===== config.mk =====
export PLATFORM = sky130hd
export DESIGN_NAME = adder_result_accumulator
export DESIGN_NICKNAME = d
export VERILOG_FILES = /design/src/rtl/adder_result_accumulator.sv
export SDC_FILE = /design/constraint.sdc
export NUM_CORES = 1
export LEC_CHECK = 0
export ABC_AREA = 1
export CORE_MARGIN = 2
export CORE_UTILIZATION = 25
export DETAILED_ROUTE_END_ITERATION = 10
export PLACE_DENSITY = 0.44
export SLEW_MARGIN = 10
export SYNTH_ARGS = -nofsm -noshare
export SYNTH_HDL_FRONTEND = slang
export SYNTH_SLANG_ARGS = --single-unit

===== constraint.sdc =====
create_clock -name clk -period 10.1 [get_ports clk]
set_clock_uncertainty 0.2 [all_clocks]
set_input_delay 2.525 -clock clk [delete_from_list [all_inputs] [get_ports clk]]
set_output_delay 2.525 -clock clk [all_outputs]
set_load 0.02 [all_outputs]

===== src/rtl/adder_result_accumulator.sv =====
// adder_result_accumulator
// Collects {co, sum} results from the 32-bit adder and sums N_TERMS of them
// (or fewer on flush) into a wide total. The total, its term count and a
// sticky overflow flag are presented through a one-deep output register.
//
// Handshakes: a transfer happens on a rising clk edge where valid and ready
// are both 1. Input side: in_valid/in_ready, with in_ready depending only on
// the FSM state. Output side: out_valid/out_ready, with out_valid held and
// the result stable until out_ready is seen.
module adder_result_accumulator #(
  parameter int SUM_W   = 32,
  parameter int ACC_W   = 48,
  parameter int N_TERMS = 4,
  localparam int CNT_W  = $clog2(N_TERMS + 1)
) (
  input  logic             clk,
  input  logic             rst,
  input  logic             in_valid,
  output logic             in_ready,
  input  logic [SUM_W-1:0] sum,
  input  logic             co,
  input  logic             flush,
  output logic             out_valid,
  input  logic             out_ready,
  output logic [ACC_W-1:0] acc_out,
  output logic [CNT_W-1:0] acc_count,
  output logic             acc_ovf
);

  // ACCUM takes terms; DRAIN holds a result until the consumer takes it.
  typedef enum logic {
    ACCUM = 1'b0,
    DRAIN = 1'b1
  } state_t;

  state_t           state;
  logic [ACC_W-1:0] acc;
  logic [CNT_W-1:0] cnt;
  logic             ovf;

  logic             accept;
  logic             emit;
  logic             carry;
  logic [ACC_W-1:0] term;
  logic [ACC_W-1:0] add_in;
  logic [ACC_W-1:0] acc_sum;
  logic [CNT_W-1:0] cnt_sum;

  // Zero-extend the adder result (carry included) to accumulator width.
  always_comb begin
    term = '0;
    term[SUM_W:0] = {co, sum};
  end

  // Ready is a pure function of state, so there is no path from out_ready.
  assign in_ready = (state == ACCUM);
  assign accept   = in_valid && in_ready;
  assign add_in   = accept ? term : '0;

  // One adder serves both the plain-accumulate and the emit cases.
  assign {carry, acc_sum} = {1'b0, acc} + {1'b0, add_in};
  assign cnt_sum          = cnt + CNT_W'(accept);

  // Emit on a full batch, or on flush when there is at least one term to send.
  assign emit = in_ready &&
                ((accept && (cnt_sum == CNT_W'(N_TERMS))) ||
                 (flush && ((cnt != '0) || accept)));

  // Batch state, FSM and registered result outputs.
  always_ff @(posedge clk or posedge rst) begin
    if (rst) begin
      state     <= ACCUM;
      acc       <= '0;
      cnt       <= '0;
      ovf       <= 1'b0;
      out_valid <= 1'b0;
      acc_out   <= '0;
      acc_count <= '0;
      acc_ovf   <= 1'b0;
    end else begin
      case (state)
        ACCUM: begin
          if (emit) begin
            acc_out   <= acc_sum;
            acc_count <= cnt_sum;
            acc_ovf   <= ovf | carry;
            out_valid <= 1'b1;
            acc       <= '0;
            cnt       <= '0;
            ovf       <= 1'b0;
            state     <= DRAIN;
          end else if (accept) begin
            acc <= acc_sum;
            cnt <= cnt_sum;
            ovf <= ovf | carry;
          end
        end
        DRAIN: begin
          // Result registers keep their values after the handshake.
          if (out_ready) begin
            out_valid <= 1'b0;
            state     <= ACCUM;
          end
        end
        default: state <= ACCUM;
      endcase
    end
  end

endmodule


==> impl_metrics.csv <==
group,metric,value,unit
critical_path,required,10160,ps
critical_path,reg2reg_from,"state",
outcome,outcome,"complete, no violations",
clock_network,cts_resized,0,
hold_path,holdCritStartpoint,"acc_out[2]",
job,cap_violations,0,
global_route,grt_max_degree,69,
critical_path,timing.critical_path.mode_cell,"nand2_1",
die,die_w,179,um
critical_path,worstRegToRegCells,17,
timing,rsz0062_at_grt,"no",
synthesis,syn_avg_cell_area,6.20,sq um
routing,routedWlPerCell,14.8,um
die,rows,63,
timing,relSlewSlack,46.6,%
critical_path,worstPathMaxFanout,35,
critical_path,crit_path_start_kind,"input port",
final_layout,nets,1386,
routing,first_pass_iters,6,
timing,slew_violations,0,
clock_network,clk_latency,370,ps
synthesis,syn_area,7620,sq um
routing,wl_met1,12.5,mm
critical_path,crit_chain,"clkdlybuf4s50_1 -> inv_1 -> nor2_4 -> inv_2 -> nor2_1 -> ha_1 -> fa_1 -> nand3_1 -> nand3_1 -> nand2_1 -> nand2_1 -> nand2_1 -> nand3_1 -> nand2_1 -> nand2_1 -> nand2_1 -> nand2_1 -> nand2_1 -> nand2_1",
global_route,overflow,0,
routing,wl,25.2,mm
synthesis,synth_warnings,0,
timing,finalCritPeriodShare,55.6,%
timing,setup_viol,0,
placement,placed_area,8970,sq um
critical_path,regToRegSetupSlack,6620,ps
critical_path,setup.worst_path.class,"in -> reg",
die,dieArea,31900,sq um
final_layout,final_area,9270,sq um
power_and_ir_drop,vdd.ir_drop.worst,94.8,uV
timing,tns,0,ps
power_and_ir_drop,p_leak,5.07,nW
placement,portBuffers,91,
clock_network,clock-sinks,106,
synthesis,synth_area_leaders,"dfrtp_1 (35%), nand2_1 (25%), inv_1 (10%), nor2_1 (6.3%), nand3_1 (5.9%)",
routing,met2WireLength,11.5,mm
synthesis,synth_cell_types,23,
clock_network,numCtsBuffers,9,
routing,drc,0,
die,io_pins,92,
routing,vias,7337,
routing,met3_wirelength,802,um
synthesis,synthCells,1229,
clock_network,cts-hold-fix-buffers,0,
die,initial_core_util,25.6,%
hold_path,worstHoldPathType,"reg -> reg",
critical_path,critPathTopFamily,"simple AND/OR/NAND/NOR gates",
clock_network,clk_transition_reported_paths,80,ps
routing,ant_nets,0,
final_layout,n_antenna_cell,0,
synthesis,synth_nets,1303,
clock_network,cts_buffer_depth,2,
global_route,grt_first_pass_wirelength,40.2,mm
synthesis,yosysTopAreaCell,"dfrtp_1",
timing,fmaxAchievable,0.178,GHz
synthesis,ys_ff_latch,106,
synthesis,yosys.area.top_type_share,34.8,%
clock_network,cts_setup_buffers,0,
routing,drt_iter0_markers,461,
die,coreArea,29800,sq um
placement,dp_hpwl,19.9,mm
global_route,first_global_vias,7406,
clock_network,htreeDepth,3,
global_route,grt_usage,16.4,%
final_layout,drive_gt1_share,2.51,%
critical_path,slowest_stage,"inv_2",
timing,fin_crit,5610,ps
critical_path,worstSetupEndpointType,"register",
clock_network,cts_tree,"yes",
critical_path,critPathArrivalTime,5670,ps
critical_path,cpPeakStageDelay,510,ps
global_route,antenna_found_initial,0,
routing,top_layer,"met4",
timing,finalHoldViolations,0,
routing,routed_via_density,4.30,
placement,place_congestion,0.948,
clock_network,cts_root_buf,"clkbuf_16",
critical_path,worst-path-buf-inv,3,
hold_path,holdPathStages,2,
die,fp.dieH,179,um
timing,worstMarginPinSlew,801,ps
hold_path,holdPathEnd,"acc_out[2]",
final_layout,area_growth,21.6,%
synthesis,yosysSeqAreaShare,34.8,%
critical_path,r2r-end,"acc_ovf",
power_and_ir_drop,power_density,198,nW/um^2
[cell usage in the layout (no fill, tap or decap), types with 13 or more instances in the layout]
cell type,instances
xnor2_1,13
ha_1,35
nand2_1,513
nor2_1,127
inv_1,209
dfrtp_1,106
a21oi_1,19
clkdlybuf4s50_1,91
o21ai_0,36
nand3_1,90
[state kept, by name (all words and copies together) (netlist names)]
signal / cells
cnt: 3
acc_count: 3
state: 1
acc_ovf: 1
out_valid: 1
ovf: 1
acc: 48
acc_out: 48
[Yosys cell counts]
cell      count
a21oi_1      19
a21oi_2       1
a22o_1        8
buf_2         8
clkbuf_1     15
dfrtp_1     106
fa_1          1
ha_1         35
inv_1       210
inv_2         3
nand2_1     513
nand2_2       1
nand3_1      90
nand3b_1     10
nand4_1       9
nor2_1      128
nor2_4        1
nor3_1        9
o21ai_0      36
o21bai_1      2
or2_2         5
xnor2_1      13
xor2_1        6
[cells by family (layout without fill, tap and decap cells)]
| group | Yosys count | after routing | share of synthesized area [%] |
|---|---|---|---|
| AND/OR/NAND/NOR | 766 | 766 | 40.4 |
| buffers and inverters | 236 | 324 | 11.8 |
| flip-flops | 106 | 106 | 34.8 |
| AO/OA/AOI/OAI | 66 | 66 | 4.84 |
| adder cells (fa/ha/maj) | 36 | 36 | 6.01 |
| XOR/XNOR | 19 | 19 | 2.18 |
[worst reg2reg max path, delay by kind of cell, from the launching register on]
| kind | cells | cell delay [ps] |
|---|---|---|
| buffers and inverters | 1 | 520 |
| DFF | 1 | 480 |
| and+or+nand+nor | 14 | 1470 |
| adders and majority gates | 2 | 700 |
[how the worst max path moves through the flow]
stage / from / to / cells past startpoint
3_3_place_gp: in_valid / acc_ovf / 19
3_5_place_dp: in_valid / acc_ovf / 19
6_report: in_valid / acc_ovf / 19
2_1_floorplan: rst / acc[0] / 1
5_1_grt: in_valid / acc_ovf / 19
4_1_cts: in_valid / acc_ovf / 19
[through the flow]
| stage | hold WS (ps) | util, % | power (mW) | setup slack (ps) | instances |
|---|---|---|---|---|---|
| CTS | 280 | 31.1 | 1.87 | 4440 | 1707 |
| global route | 295 | 31.1 | 2.00 | 4170 | 1707 |
| global placement | 261 | 30.1 | 1.49 | 4150 | 1691 |
| floorplan | 255 | - | 1.17 | 4590 | 1229 |
| finish | 276 | 31.1 | 1.84 | 4490 | 1707 |
| detailed placement | 259 | 30.1 | 1.49 | 4070 | 1691 |
[report_power, final]
group | internal [mW] | switching, mW
logic | 0.314 | 0.556
registers | 0.532 | 0.0659
clock network | 0.185 | 0.182
[metal layers]
metal | vias to the layer above | track usage, %
met5 | - | 0
met4 | 0 | 3.56
met3 | 20 | 2.17
met2 | 119 | 27.6
met1 | 3309 | 22.5
li1 | 3889 | -
[layout make-up]
cell class | count | area (sq um)
inverters | 213 | 802
clock buffers | 11 | 253
multi-input cells | 887 | 4090
well taps | 390 | 488
flip-flops and latches | 106 | 2650
clock inverters | 5 | 43.8
repair buffers | 95 | 941
fillers | 3385 | 20500
Power figures use the tool's default switching activity.
==> variant 1 (same flow settings) <==
Reset style: synchronous (`rst`), changed in one clocked block.
--- a/src/rtl/adder_result_accumulator.sv
+++ b/src/rtl/adder_result_accumulator.sv
@@ -68,5 +68,5 @@
 
   // Batch state, FSM and registered result outputs.
-  always_ff @(posedge clk or posedge rst) begin
+  always_ff @(posedge clk) begin
     if (rst) begin
       state     <= ACCUM;
Behaviour: differs if rst is asserted again (counterexample within 4 cycles, from zero or initial values and one cycle with rst high); with rst held inactive, the same outputs for 4 cycles.
==> variant 1 against the unedited design <==
  * Cell count rose by 0.41%
  * Critical endpoint is now acc[25]
  * Cell area fell by 3.9%
  * Global-route usage rose by 0.19 points
  * Highest routed layer unchanged
  * Utilization fell by 0.15 points
  * Count of clock-buffer cells in the layout fell by 1
  * Synthesized area fell by 3.9%
  * Worst setup slack improved by 0.18 ns
  * Sequential cell count did not move
  * Routed wire length fell by 1.3%
Power is not compared: it rests on default switching activity, and its combinational part moved more than twofold at a synthesized area within 25%.
==> variant 1: results (changes against the unedited design) <==
stage	metric	value	unit	change
place	dpl_cell_area	8570	sq um	-4.5%
global_route	grt_pass1_wl	39.7	mm	-1.2%
global_route	use_met3	2.00	%	-0.17 points
synth	synth.avg_cell_area	5.86	sq um	-5.5%
global_route	use_met1	24.1	%	+1.7 points
detailed_routing	viasPerCell	4.31		+0.28%
status	status	complete, no violations		
synth	async_flop_share	0	%	-100 points
sta	post-route-period-util	53.8	%	-1.8 points
critical_path	arrival	5.52	ns	-0.15 ns
detailed_routing	drtPass1Iterations	5		-1
synth	seq_area_frac_synth	29.0	%	-5.8 points
critical_path	r2r_slack	6.86	ns	+0.24 ns
global_route	grt_pass1_vias	7219		-2.5%
place	post-place-ws	4.20	ns	+0.130 ns
global_route	grt_max_degree	54		-22%
detailed_routing	drt_wl_total	24.9	mm	-1.3%
place	hpwl	19.7	mm	-1.1%
hold_path	hold_class	flip-flop to flip-flop		
synth	syn_nets	1324		+1.6%
synth	netlist_top_cells_area	dfxtp_1 (29%), nand2_1 (24%), inv_1 (11%), nand3_1 (6.8%), nor2_1 (6.4%)		
detailed_routing	dr.first_iter.drc_count	376		-18%
sta	max_slew_margin	35.6	%	-11 points
global_route	met2_usage	26.5	%	-1.1 points
synth	ys_top_cells_by_count	nand2_1 (470), inv_1 (207), nor2_1 (124), dfxtp_1 (106), nand3_1 (100)		
critical_path	cp_max_fo	39		+11%
global_route	track_usage	16.6	%	+0.19 points
layout	drive_above_1_share	2.93	%	+0.43 points
detailed_routing	via_count	7388		+0.70%
place	gp_congestion	0.903		-4.8%
critical_path	cp_top_family	buffers and inverters		
sta	whs	0.253	ns	-0.0226 ns
layout	final_nets	1399		+0.94%
place	dp.cells	1698		+0.41%
-- variant 1: cell count changes after synthesis, moves of 5 or more --
cell	delta
a21oi_1	+50
clkbuf_1	-5
or2_0	+7
nand2_1	-43
buf_2	+6
dfrtp_1	-106
dfxtp_1	+106
o21ai_0	-18
nand3_1	+10
-- variant 1: worst paths after layout --
path,startpoint,end,cells past startpoint
max,in_valid,acc[25],13
min,acc_out[22],acc_out[22],2
max reg2reg,state,acc[25],13
min reg2reg,acc_out[22],acc_out[22],2
-- variant 1: cell type report --
cell class	instances	area, sq um	area share [%]
multi-input cells	903	4250	47.7
clock buffers	10	239	2.68
flip-flops and latches	106	2120	23.8
clock inverters	6	97.6	1.10
inverters	212	796	8.93
repair buffers	93	921	10.3
well taps	384	480	5.39
-- variant 1: power groups by stage --
stage | logic [W] | registers, W | clock network [W]
2_1_floorplan | 0.000117 | 0.000462 | 0
3_3_place_gp | 0.000194 | 0.000454 | 0
3_5_place_dp | 0.000194 | 0.000454 | 0
4_1_cts | 0.000195 | 0.000444 | 0.000424
5_1_grt | 0.000215 | 0.000447 | 0.000440
6_report | 0.000190 | 0.000444 | 0.000414
-- variant 1: kinds of logic (layout without fill, tap and decap cells) --
logic type | Yosys count | count (layout) | share of synthesized area (%)
compound gates | 99 | 99 | 7.36
buf+inv | 241 | 321 | 13.0
flops | 106 | 106 | 29.0
fa+ha+maj | 36 | 36 | 6.25
xor+xnor | 19 | 19 | 2.27
simple gates | 749 | 749 | 42.1
-- variant 1: per-layer routing --
| metal | share of wire, % | wire length (microns) |
|---|---|---|
| met1 | 53 | 13200 |
| met2 | 44 | 10900 |
| met3 | 2.4 | 590 |
| met4 | 0.60 | 148 |
| met5 | 0 | 0 |
==> variant 2 (same settings) <==
Without the edit above. Change the parameter `ACC_W` from 48 to 96.
--- a/src/rtl/adder_result_accumulator.sv
+++ b/src/rtl/adder_result_accumulator.sv
@@ -10,5 +10,5 @@
 module adder_result_accumulator #(
   parameter int SUM_W   = 32,
-  parameter int ACC_W   = 48,
+  parameter int ACC_W   = 96,
   parameter int N_TERMS = 4,
   localparam int CNT_W  = $clog2(N_TERMS + 1)
Ports: changed (resized acc_out); port bits go from 92 to 140. The function was not compared with the original's and may differ.
==> variant 2 against the unedited design <==
  * Synthesized area rose by 80%
  * Total power rose by 74%
  * Routed wire length rose by 130%
  * Cell area rose by 80%
  * Sequential cell count rose by 96
  * Utilization fell by 0.24 points
  * Cell count rose by 76%
  * Worst setup slack got worse by 0.89 ns
  * Via count rose by 91%
  * Fmax fell by 14%
  * Combinational power rose by 35%
  * Synthesized cell count rose by 77%
==> variant 2: results (changes against the unedited design) <==
stage	metric	value	unit	change
layout	final_cells	3010		+76%
hold_path	hold_class	flip-flop to flip-flop		
status	status	complete, no violations		
global_route	grt_pass1_wl	86.4	mm	+110%
synth	syn_nets	2250		+73%
synth	seq_area_frac_synth	36.7	%	+1.9 points
detailed_routing	drt-wirelength-per-cell	19.0	microns	+28%
global_route	grt_pass1_vias	13600		+84%
clock_tree	clk_latency	0.56	ns	+0.19 ns
clock_tree	post_cts_buffers	0		unchanged
layout	fillers	5963		+76%
power_and_ir_drop	p_leak	8.73	nW	+72%
place	dp.cells	2963		+75%
place	hpwl	44.6	mm	+120%
layout	reg_top3	acc (96), acc_out (96)		
detailed_routing	dr.first_iter.drc_count	1371		+200%
global_route	grt_max_degree	108		+57%
synth	synth.avg_cell_area	6.32	sq um	+1.9%
layout	final_nets	2369		+71%
synth	synth_cell_types	31		+35%
clock_tree	cts_buffers	26		+17
place	gp_congestion	0.922		-2.7%
global_route	track_usage	20.2	%	+3.7 points
synth	netlist_top_cells_area	dfrtp_1 (37%), nand2_1 (23%), nand3_1 (11%), inv_1 (9.2%), nor2_1 (4.9%)		
synth	ys_top_cells_by_count	nand2_1 (828), inv_1 (337), nand3_1 (300), dfrtp_1 (202), nor2_1 (178)		
clock_tree	clk_path_buf_depth	3		+1
clock_tree	h-tree-depth	1		-2
place	port_buffers	139		+53%
sta	tightest_slew	1.09	ns	+0.287 ns
critical_path	cp_max_fo	59		+69%
power_and_ir_drop	vdd_drop_max	0.0994	mV	+4.9%
clock_tree	clkTransAtPathRegs	0.06	ns	-0.02 ns
-- variant 2: cell types whose count changed in the layout (fill, tap and decap cells not counted), moves of 8 or more --
cell             before  now
nor2_1              127  178
dfrtp_1             106  202
nor2_2                0   10
nand4_1               9   44
o21ai_0              36   72
a22o_1                8    0
nor3_1                9   23
inv_1               209  336
nand3_1              90  300
nand2_1             513  828
clkdlybuf4s50_1      91  139
clkbuf_16             9   27
-- variant 2: metal layers --
| layer | share of wire (%) | vias up | track usage, % |
|---|---|---|---|
| met4 | 1.3 | 0 | 3.48 |
| met5 | 0 | - | 0 |
| met3 | 5.5 | 43 | 2.27 |
| met1 | 51 | 6568 | 30.7 |
| met2 | 42 | 376 | 30.7 |
| li1 | - | 7028 | - |
-- variant 2: cell type report --
class | count | area, sq um | share of cell area, %
multi-input combinational | 1580 | 7190 | 43.0
inverter | 340 | 1290 | 7.70
sequential | 202 | 5050 | 30.2
clock inverter | 8 | 100 | 0.599
clock buffer | 39 | 771 | 4.61
tap | 696 | 871 | 5.21
timing repair buffer | 145 | 1440 | 8.59
-- variant 2: critical path: stages --
cell             delay, ns
clkdlybuf4s50_1       0.46
inv_1                 0.05
nor2_2                0.15
clkinv_2              0.65
buf_4                 0.61
nor2_1                0.20
ha_1                  0.22
nand2_1               0.13
inv_1                 0.07
nand2_1               0.05
nand2_1               0.06
inv_1                 0.08
o21ai_0               0.80
inv_1                 0.16
nand2_1               0.22
nand2_1               0.10
nand3_1               0.07
o21ai_0               0.09
-- variant 2: power by group --
group	switching, W	leakage (nW)	total (W)	internal [W]
Sequential	0.0000938	2.75	0.00104	0.000944
Clock	0.000393	0.426	0.000969	0.000576
Combinational	0.000814	5.55	0.00118	0.000370
-- variant 2: logic make-up after synthesis --
family,share of synthesized area [%]
compound gates,3.73
xor+xnor,1.97
fa+ha+maj,3.33
buf+inv,11.1
flops,36.7
simple gates,43.1
-- variant 2: worst paths after layout --
check                                 start          end  slack [ns]  cells past startpoint
worst min-delay path            acc_out[62]  acc_out[62]        0.28                      2
min in group asynchronous               rst  acc_out[72]        2.26                      2
worst max-delay path               in_valid      acc[37]        3.59                     18
worst max register to register        state      acc[37]        5.61                     16
max in group asynchronous               rst      acc[77]        6.09                      3
worst min register to register  acc_out[62]  acc_out[62]        0.28                      2
-- variant 2: stage by stage --
stage | hold WS, ns | cell area (sq um) | worst slack (ns) | total power [W]
finish | 0.275 | 16700 | 3.59 | 0.00319
CTS | 0.283 | 16700 | 3.68 | 0.00324
global placement | 0.266 | 15800 | 3.14 | 0.00224
global route | 0.297 | 16700 | 3.33 | 0.00341
detailed placement | 0.266 | 15800 | 3.07 | 0.00224
floorplan | 0.259 | 13800 | 1.86 | 0.00181
